`config.mk`:
```
export PLATFORM = sky130hd
export DESIGN_NAME = alu_op_sequencer
export DESIGN_NICKNAME = d
export VERILOG_FILES = /design/src/rtl/alu_pkg.sv /design/src/rtl/alu_ctrl_decode.sv /design/src/rtl/alu_op_sequencer.sv
export SDC_FILE = /design/constraint.sdc
export NUM_CORES = 1
export LEC_CHECK = 0
export ABC_AREA = 1
export CAP_MARGIN = 0
export CORE_ASPECT_RATIO = 0.75
export CORE_UTILIZATION = 44
export DETAILED_ROUTE_END_ITERATION = 10
export PLACE_DENSITY = 0.95
export REMOVE_ABC_BUFFERS = 1
export SYNTH_ARGS = -nofsm -noshare
export SYNTH_HDL_FRONTEND = slang
export SYNTH_SLANG_ARGS = --single-unit
```
`constraint.sdc`:
```
create_clock -name clk -period 5.5 [get_ports clk]
set_input_delay 1.1 -clock clk [delete_from_list [all_inputs] [get_ports clk]]
set_output_delay 1.1 -clock clk [all_outputs]
set_load 0.01 [all_outputs]
```
`src/rtl/alu_pkg.sv`:
```
// Shared encodings for the ALU operation sequencer: ALU ctrl codes,
// ALUOp encodings, R-type funct codes and the sequencer FSM states.
package alu_pkg;

    // 3-bit ctrl codes understood by the registered ALU
    localparam logic [2:0] ALU_ADD  = 3'b010;
    localparam logic [2:0] ALU_SUB  = 3'b110;
    localparam logic [2:0] ALU_AND  = 3'b000;
    localparam logic [2:0] ALU_OR   = 3'b001;
    localparam logic [2:0] ALU_XOR  = 3'b111;
    localparam logic [2:0] ALU_PASS = 3'b011;

    // ALUOp field of an operation request
    localparam logic [1:0] ALUOP_ADD   = 2'b00;
    localparam logic [1:0] ALUOP_SUB   = 2'b01;
    localparam logic [1:0] ALUOP_RTYPE = 2'b10;
    localparam logic [1:0] ALUOP_OR    = 2'b11;

    // R-type funct codes
    localparam logic [5:0] FUNCT_ADD = 6'b100000;
    localparam logic [5:0] FUNCT_SUB = 6'b100010;
    localparam logic [5:0] FUNCT_AND = 6'b100100;
    localparam logic [5:0] FUNCT_OR  = 6'b100101;
    localparam logic [5:0] FUNCT_XOR = 6'b100110;

    typedef enum logic [1:0] {
        ST_IDLE = 2'b00,
        ST_BUSY = 2'b01,
        ST_DONE = 2'b10
    } seq_state_t;

endpackage

```
`src/rtl/alu_ctrl_decode.sv`:
```
// Combinational decode of ALUOp + funct into the ALU ctrl code, an
// unsupported-funct error flag and an add/sub (carry-producing) flag.
module alu_ctrl_decode (
    input  logic [1:0] aluop,
    input  logic [5:0] funct,
    output logic [2:0] ctrl,
    output logic       err,
    output logic       is_arith
);
    import alu_pkg::*;

    // Unsupported funct falls back to pass-through so the result is operand A
    always_comb begin
        ctrl     = ALU_PASS;
        err      = 1'b0;
        is_arith = 1'b0;
        case (aluop)
            ALUOP_ADD: begin
                ctrl     = ALU_ADD;
                is_arith = 1'b1;
            end
            ALUOP_SUB: begin
                ctrl     = ALU_SUB;
                is_arith = 1'b1;
            end
            ALUOP_OR: ctrl = ALU_OR;
            ALUOP_RTYPE: begin
                case (funct)
                    FUNCT_ADD: begin
                        ctrl     = ALU_ADD;
                        is_arith = 1'b1;
                    end
                    FUNCT_SUB: begin
                        ctrl     = ALU_SUB;
                        is_arith = 1'b1;
                    end
                    FUNCT_AND: ctrl = ALU_AND;
                    FUNCT_OR:  ctrl = ALU_OR;
                    FUNCT_XOR: ctrl = ALU_XOR;
                    default:   err  = 1'b1;
                endcase
            end
            default: ;
        endcase
    end

endmodule

```
`src/rtl/alu_op_sequencer.sv`:
```
// Initiator for the registered ALU: accepts one request at a time, drives
// the ALU, waits out its latency, then holds the captured result until the
// consumer takes it.
module alu_op_sequencer #(
    parameter int WIDTH       = 32,
    parameter int ALU_LATENCY = 1
) (
    input  logic             clk,
    input  logic             rst,
    input  logic             flush,
    input  logic             req_valid,
    output logic             req_ready,
    input  logic [1:0]       req_aluop,
    input  logic [5:0]       req_funct,
    input  logic [WIDTH-1:0] req_a,
    input  logic [WIDTH-1:0] req_b,
    output logic [WIDTH-1:0] alu_data1,
    output logic [WIDTH-1:0] alu_data2,
    output logic [2:0]       alu_ctrl,
    input  logic [WIDTH-1:0] alu_out,
    input  logic             alu_carry,
    output logic             res_valid,
    input  logic             res_ready,
    output logic [WIDTH-1:0] res_data,
    output logic             res_carry,
    output logic             res_zero,
    output logic             res_err
);
    import alu_pkg::*;

    localparam int CW = $clog2(ALU_LATENCY + 1);

    seq_state_t    state, state_nxt;
    logic [CW-1:0] cnt;
    logic          err_q, arith_q;
    logic [2:0]    dec_ctrl;
    logic          dec_err, dec_arith;
    logic          accept, capture, res_take;

    alu_ctrl_decode u_decode (
        .aluop    (req_aluop),
        .funct    (req_funct),
        .ctrl     (dec_ctrl),
        .err      (dec_err),
        .is_arith (dec_arith)
    );

    // State register
    always_ff @(posedge clk or posedge rst) begin
        if (rst) state <= ST_IDLE;
        else     state <= state_nxt;
    end

    // Next-state logic; flush overrides every transition
    always_comb begin
        state_nxt = state;
        if (flush) begin
            state_nxt = ST_IDLE;
        end else begin
            case (state)
                ST_IDLE: if (accept)   state_nxt = ST_BUSY;
                ST_BUSY: if (capture)  state_nxt = ST_DONE;
                ST_DONE: if (res_take) state_nxt = ST_IDLE;
                default: state_nxt = ST_IDLE;
            endcase
        end
    end

    // Handshake outputs and the per-state strobes used by the datapath
    always_comb begin
        req_ready = 1'b0;
        res_valid = 1'b0;
        accept    = 1'b0;
        capture   = 1'b0;
        res_take  = 1'b0;
        case (state)
            ST_IDLE: begin
                req_ready = 1'b1;
                accept    = req_valid & ~flush;
            end
            ST_BUSY: capture = (cnt == '0) & ~flush;
            ST_DONE: begin
                res_valid = 1'b1;
                res_take  = res_ready & ~flush;
            end
            default: ;
        endcase
    end

    // ALU drive, latency counter and result capture; flush leaves res_* intact
    always_ff @(posedge clk or posedge rst) begin
        if (rst) begin
            alu_data1 <= '0;
            alu_data2 <= '0;
            alu_ctrl  <= ALU_PASS;
            cnt       <= '0;
            err_q     <= 1'b0;
            arith_q   <= 1'b0;
            res_data  <= '0;
            res_carry <= 1'b0;
            res_zero  <= 1'b0;
            res_err   <= 1'b0;
        end else if (flush) begin
            alu_data1 <= '0;
            alu_data2 <= '0;
            alu_ctrl  <= ALU_PASS;
            cnt       <= '0;
        end else begin
            if (accept) begin
                alu_data1 <= req_a;
                alu_data2 <= req_b;
                alu_ctrl  <= dec_ctrl;
                err_q     <= dec_err;
                arith_q   <= dec_arith;
                cnt       <= CW'(ALU_LATENCY);
            end
            if (state == ST_BUSY && !capture) begin
                cnt <= cnt - CW'(1);
            end
            if (capture) begin
                res_data  <= alu_out;
                res_carry <= alu_carry & arith_q;
                res_zero  <= (alu_out == '0);
                res_err   <= err_q;
            end
            if (res_take) begin
                alu_data1 <= '0;
                alu_data2 <= '0;
                alu_ctrl  <= ALU_PASS;
            end
        end
    end

endmodule
```
# After elaboration in Yosys (flattened, before gate mapping)
# Cells that the tools add are included.
[totals]
reg_bits = 107
latchBits = 0
mem_bits_rw = 0
romBits = 0
word_cells = 72
memories = 0
[op_classes]
add_sub_neg = 1
n_mul = 0
div_mod_pow = 0
n_lt_le_gt_ge = 0
eq_ne = 13
shift = 0
n_mux = 28
n_bitwise = 6
reduce_logical = 13
[ops]
columns = ["op", "n"]
rows = [
  ["2-to-1 mux 32 bit", 6],
  ["logical NOT 32 bit", 1],
  ["equality test 6 bit, second input constant", 5],
  ["one-hot mux 3 bit (5 select lines)", 1],
  ["one-hot mux 3 bit (4 select lines)", 1],
  ["2-to-1 mux 1 bit", 11],
  ["2-to-1 mux 3 bit", 3],
  ["inequality test 3 bit, second input constant", 3],
  ["2-to-1 mux 2 bit", 4],
  ["equality test 2 bit, second input constant", 3],
  ["one-hot mux 2 bit (3 select lines)", 1],
  ["nonzero test 3 bit", 2],
  ["OR reduction 5 bit", 1],
  ["bitwise AND 1 bit", 4],
  ["equality test 2 x 1 -> 1 bit, second input constant", 2],
  ["logical NOT 2 bit", 2],
  ["AND reduction 2 bit", 2],
  ["OR reduction 2 bit", 2],
  ["AND reduction 3 bit", 1],
  ["NOT 1 bit", 2],
  ["one-hot mux 1 bit (2 select lines)", 1],
  ["logical AND 1 bit", 1],
  ["logical NOT 1 bit", 1],
  ["subtractor 1 bit, second input constant", 1],
]

# Logic depth before layout (Yosys ltp)
[logic_depth]
depth_word = 7
mapped_depth = 9
ltp_nobuf = 8

# Modules after synthesis
# A second synthesis with hierarchy kept.
[hier_totals]
hier_cells = 522
hier_area_um2 = 4568.1
[by_module_without_submodules]
columns = ["mod", "n_inst", "cells_per_inst", "area_per_inst_um2", "seq_area_each_um2"]
rows = [
  ["alu_op_sequencer", 1, 491, 4413.0, 2680.1],
  ["alu_ctrl_decode", 1, 31, 155.1, 0.0],
]

# Least setup slack after synthesis
# No wires, ideal clock.
[synth_path]
path_type = "input to register"
from = "in flush"
to = "reg res_data[10]"
setup_ns = 0.125
t_arrival_ns = 1.843
required_time_ns = 5.375
setup_slack_ns = 3.532
cell_stages = 4
path_buffers = 1
cell_sequence = "nor2_1 -> nand2_2 -> buf_6 -> mux2_4"
[synth_between]
elab_chain_cells = 4
[synth_lines]
columns = ["element", "line", "source"]
rows = [
  ["from (decl)", "alu_op_sequencer.sv:10", "input logic flush,"],
  ["NOT 1 bit (no line) (*)", "--", ""],
  ["bitwise AND 1 bit", "alu_op_sequencer.sv:81", "ST_BUSY: capture = (cnt == '0) & ~flush;"],
  ["2-to-1 mux 1 bit", "alu_op_sequencer.sv:76", "case (state)"],
  ["AND reduction 2 bit (no line) (*)", "--", ""],
  ["to (signal assigned)", "alu_op_sequencer.sv:121", "res_data <= alu_out;"],
  ["to (decl)", "alu_op_sequencer.sv:24", "output logic [WIDTH-1:0] res_data,"],
]
# Every way passes the cells marked *; elsewhere a longest branch is shown, timed or not.
# A chain may end at the register's enable or synchronous reset.

# Final worst setup path
[layout_path]
from = "in flush"
to = "reg res_data[27]"
# Same word-level chain as after synthesis.

==> key figures <==
Flow run
  – Number of max-capacitance violations reported: 0

Final layout
  – Final design utilization: 0.710
  – # diodes: 0
  – Area occupied by multi-input gates: 1540 sq um
  – Fin area: 6910 sq um
  – Area growth from synthesis to layout: 56.1%
  – Final-stage net count: around 800
  – Highest-count cells in the layout ignoring fill and taps: nand2_1 (239), clkdlybuf4s50_1 (213), dfrtp_1 (105)
  – Sequential cell area: roughly 2700 sq um
  – Commonest non-fill, non-tap cell in the layout: nand2_1
  – Fill cell count: 656
  – Fraction of layout instances using a drive strength above 1: 0.0685

Route
  – Via count: 3,875
  – 1st-iter DRT viols: between 150 and 200
  – Number of iterations in the first detailed-routing pass: 4
  – Overall routed net length: 11,400 microns
  – Detail-routed net length per standard cell: 13.9 microns
  – DRC violation count after routing: 0
  – Remaining antenna violation count: 0
  – Vias per cell: between 4 and 5

Setup path
  – Max Fanout on Critical Path: 45
  – CP max stage cell: nand2_2
  – Worst reg2reg path endpoint: res_data[27]
  – R2r worst-path depth: 3
  – Data arrival time of the critical path: 2.94 ns
  – Maximum cell stage delay along the critical path: 0.66 ns
  – CP Class: in2reg
  – Reg-to-reg startpoint: cnt
  – Startpoint type of the worst setup path: primary input
  – Chain of cells forming the critical path: clkdlybuf4s50_1, nor2_1, nand2_2, mux2_1
  – Element type at the critical path end: flip-flop
  – Setup slack of the worst register-to-register path: about 3.5 ns
  – Required time worst endpoint: between 5 and 6 ns

Logic synthesis
  – Yosys warnings: 0
  – Post-Syn Instances: 472
  – Number of register bits inferred by synthesis: 107
  – Combined area of all synthesized cells: 4430 sq um
  – Number of distinct library cells after synthesis: 21
  – Average cell area after synthesis: around 9.4 sq um
  – Seq/Total Area, Yosys: 0.605

Floorplan
  – Initial Util: 0.455
  – Number of cell rows: 31
  – Die Height: 88.9 microns
  – Width of the chip: 118 microns
  – # IOs: 214
  – Floorplan die area: 10,500 sq um
  – Placeable core region: ~9700 sq um

Run status
  – Outcome: complete, no violations

STA
  – Peak clock frequency supported by timing: 367 MHz
  – Final critical path time including I/O delays and setup: 2.72 ns
  – Hold Slack: 0.471 ns
  – Number of pins with negative max-slew slack in the final report: 0
  – Share of the cycle needed by the critical path after routing: 0.495
  – Worst Skew: 0.00528 ns
  – Setup repair after global routing missed its margin: false
  – Worst max-slew margin expressed relative to the limit: 0.237
  – Number of setup violations in the final report: 0
  – Final total negative setup slack: 0 ns
  – Number of endpoints with negative hold slack in the final report: 0
  – Fin worst setup slack: between 2 and 3 ns
  – Actual slew at the worst max-slew pin: 1.14 ns

Min path
  – Count of cells along the worst hold path: 2
  – Hold endpoint: alu_data2[30]
  – Startpoint of the worst hold path: alu_data2[30]
  – Worst min-delay path class: reg2reg

Power and ir drop
  – Reported leakage power: 3.40 nW
  – Peak ir drop on the vdd network: 0.180 mV
  – Pwr dens: 329 nW/um^2

GRT
  – Global-route wire length before repair: 17,900 microns
  – Number of global-route vias before repair: 3,716
  – Antenna violations before repair: 0
  – Sum of overflow across all layers after global routing: 0
  – Maximum number of pins on one net before global-route repair: about 70
  – Total routing resource utilization after global routing: 0.217

Clock tree
  – CTS root buffer: clkbuf_16
  – Clock tree sinks: 107
  – CTS H-Tree Depth: 3
  – CTS hold repair buffers: 0
  – Maximum buffer depth of the clock tree: 2
  – CTS tree: done
  – Post-cts gate resize count: 0
  – Clock Latency Late Sink: 0.34 ns
  – Clock transition at the register clock pins on the worst setup and hold paths after CTS: 0.07 ns
  – Post-CTS repair timing setup buffer count: 0
  – Number of buffers added by the clock tree synthesis step: 9

Place
  – Dpl cell area: 6610 sq um
  – GP Congestion: between 0.8 and 0.9
  – Pre-CTS setup slack: 2.15 ns
  – IO buf count: approximately 210
  – Detailed Place HPWL: 8460 microns
==> area by class of cell <==
class / instances / area share
Tap cell: 132 / 0.0239
Timing Repair Buffer: 216 / 0.313
Inverter: 21 / 0.0118
Multi-Input combinational cell: 326 / 0.222
Clock buffer: 10 / 0.0331
Clock inverter: 6 / 0.00796
Sequential cell: 107 / 0.388
==> critical path: cells and delay by family <==
family,cells,cell delay (ns)
multiplexers,1,0.59
AND/OR/NAND/NOR,2,0.82
buffers and inverters,1,0.41
==> report_power, final <==
| part | internal [mW] | total (mW) | switching (mW) |
|---|---|---|---|
| combinational | 0.408 | 0.669 | 0.261 |
| clock | 0.316 | 0.603 | 0.287 |
| sequential | 0.925 | 1.00 | 0.0795 |
| total | 1.65 | 2.28 | 0.627 |
==> cell usage after synthesis (all sizes together) <==
master | n | area (sq um)
dfrtp | 105 | 2630
dfstp | 2 | 52.6
o21ai | 10 | 50.0
o31ai | 1 | 7.51
buf | 13 | 121
mux2 | 24 | 342
nand3 | 11 | 60.1
and3 | 1 | 6.26
inv | 21 | 78.8
a21oi | 4 | 20.0
nand2 | 240 | 903
clkbuf | 5 | 18.8
nor2 | 34 | 135
o22ai | 1 | 6.26
==> metrics by stage <==
| stage | instances | power, mW |
|---|---|---|
| 4_1_cts | 817 | 2.30 |
| 6_report | 818 | 2.28 |
| 3_3_place_gp | 801 | 1.66 |
| 2_1_floorplan | 454 | 1.27 |
| 5_1_grt | 818 | 2.39 |
| 3_5_place_dp | 801 | 1.69 |
==> cells by family after synthesis <==
| logic type | Yosys count | share of synthesized area |
|---|---|---|
| mux | 24 | 0.0771 |
| flops | 107 | 0.605 |
| buf+inv | 39 | 0.0494 |
| compound gates | 16 | 0.0189 |
| simple gates | 286 | 0.249 |
==> registers in the layout (all words and copies together), names as in the netlist <==
signal     count
res_zero       1
state          2
err_q          1
cnt            1
alu_data2     32
alu_ctrl       3
res_data      32
alu_data1     32
arith_q        1
res_err        1
res_carry      1
==> routing by layer <==
| layer | track usage | share of wire |
|---|---|---|
| met4 | 0.0944 | 0.024 |
| met3 | 0.0485 | 0.057 |
| met5 | 0 | 0 |
| met2 | 0.375 | 0.49 |
| met1 | 0.269 | 0.43 |
==> how the worst max path moves through the flow <==
stage / start / to / slack (ns) / cells past startpoint
5_1_grt: flush / res_data[27] / 2.69 / 4
3_5_place_dp: flush / alu_data2[1] / 2.15 / 7
4_1_cts: flush / alu_data2[1] / 2.51 / 7
3_3_place_gp: flush / alu_data1[8] / 2.28 / 7
2_1_floorplan: rst / alu_ctrl[2] / 1.59 / 1
6_report: flush / res_data[27] / 2.78 / 4
Power figures use the tool's default switching activity.
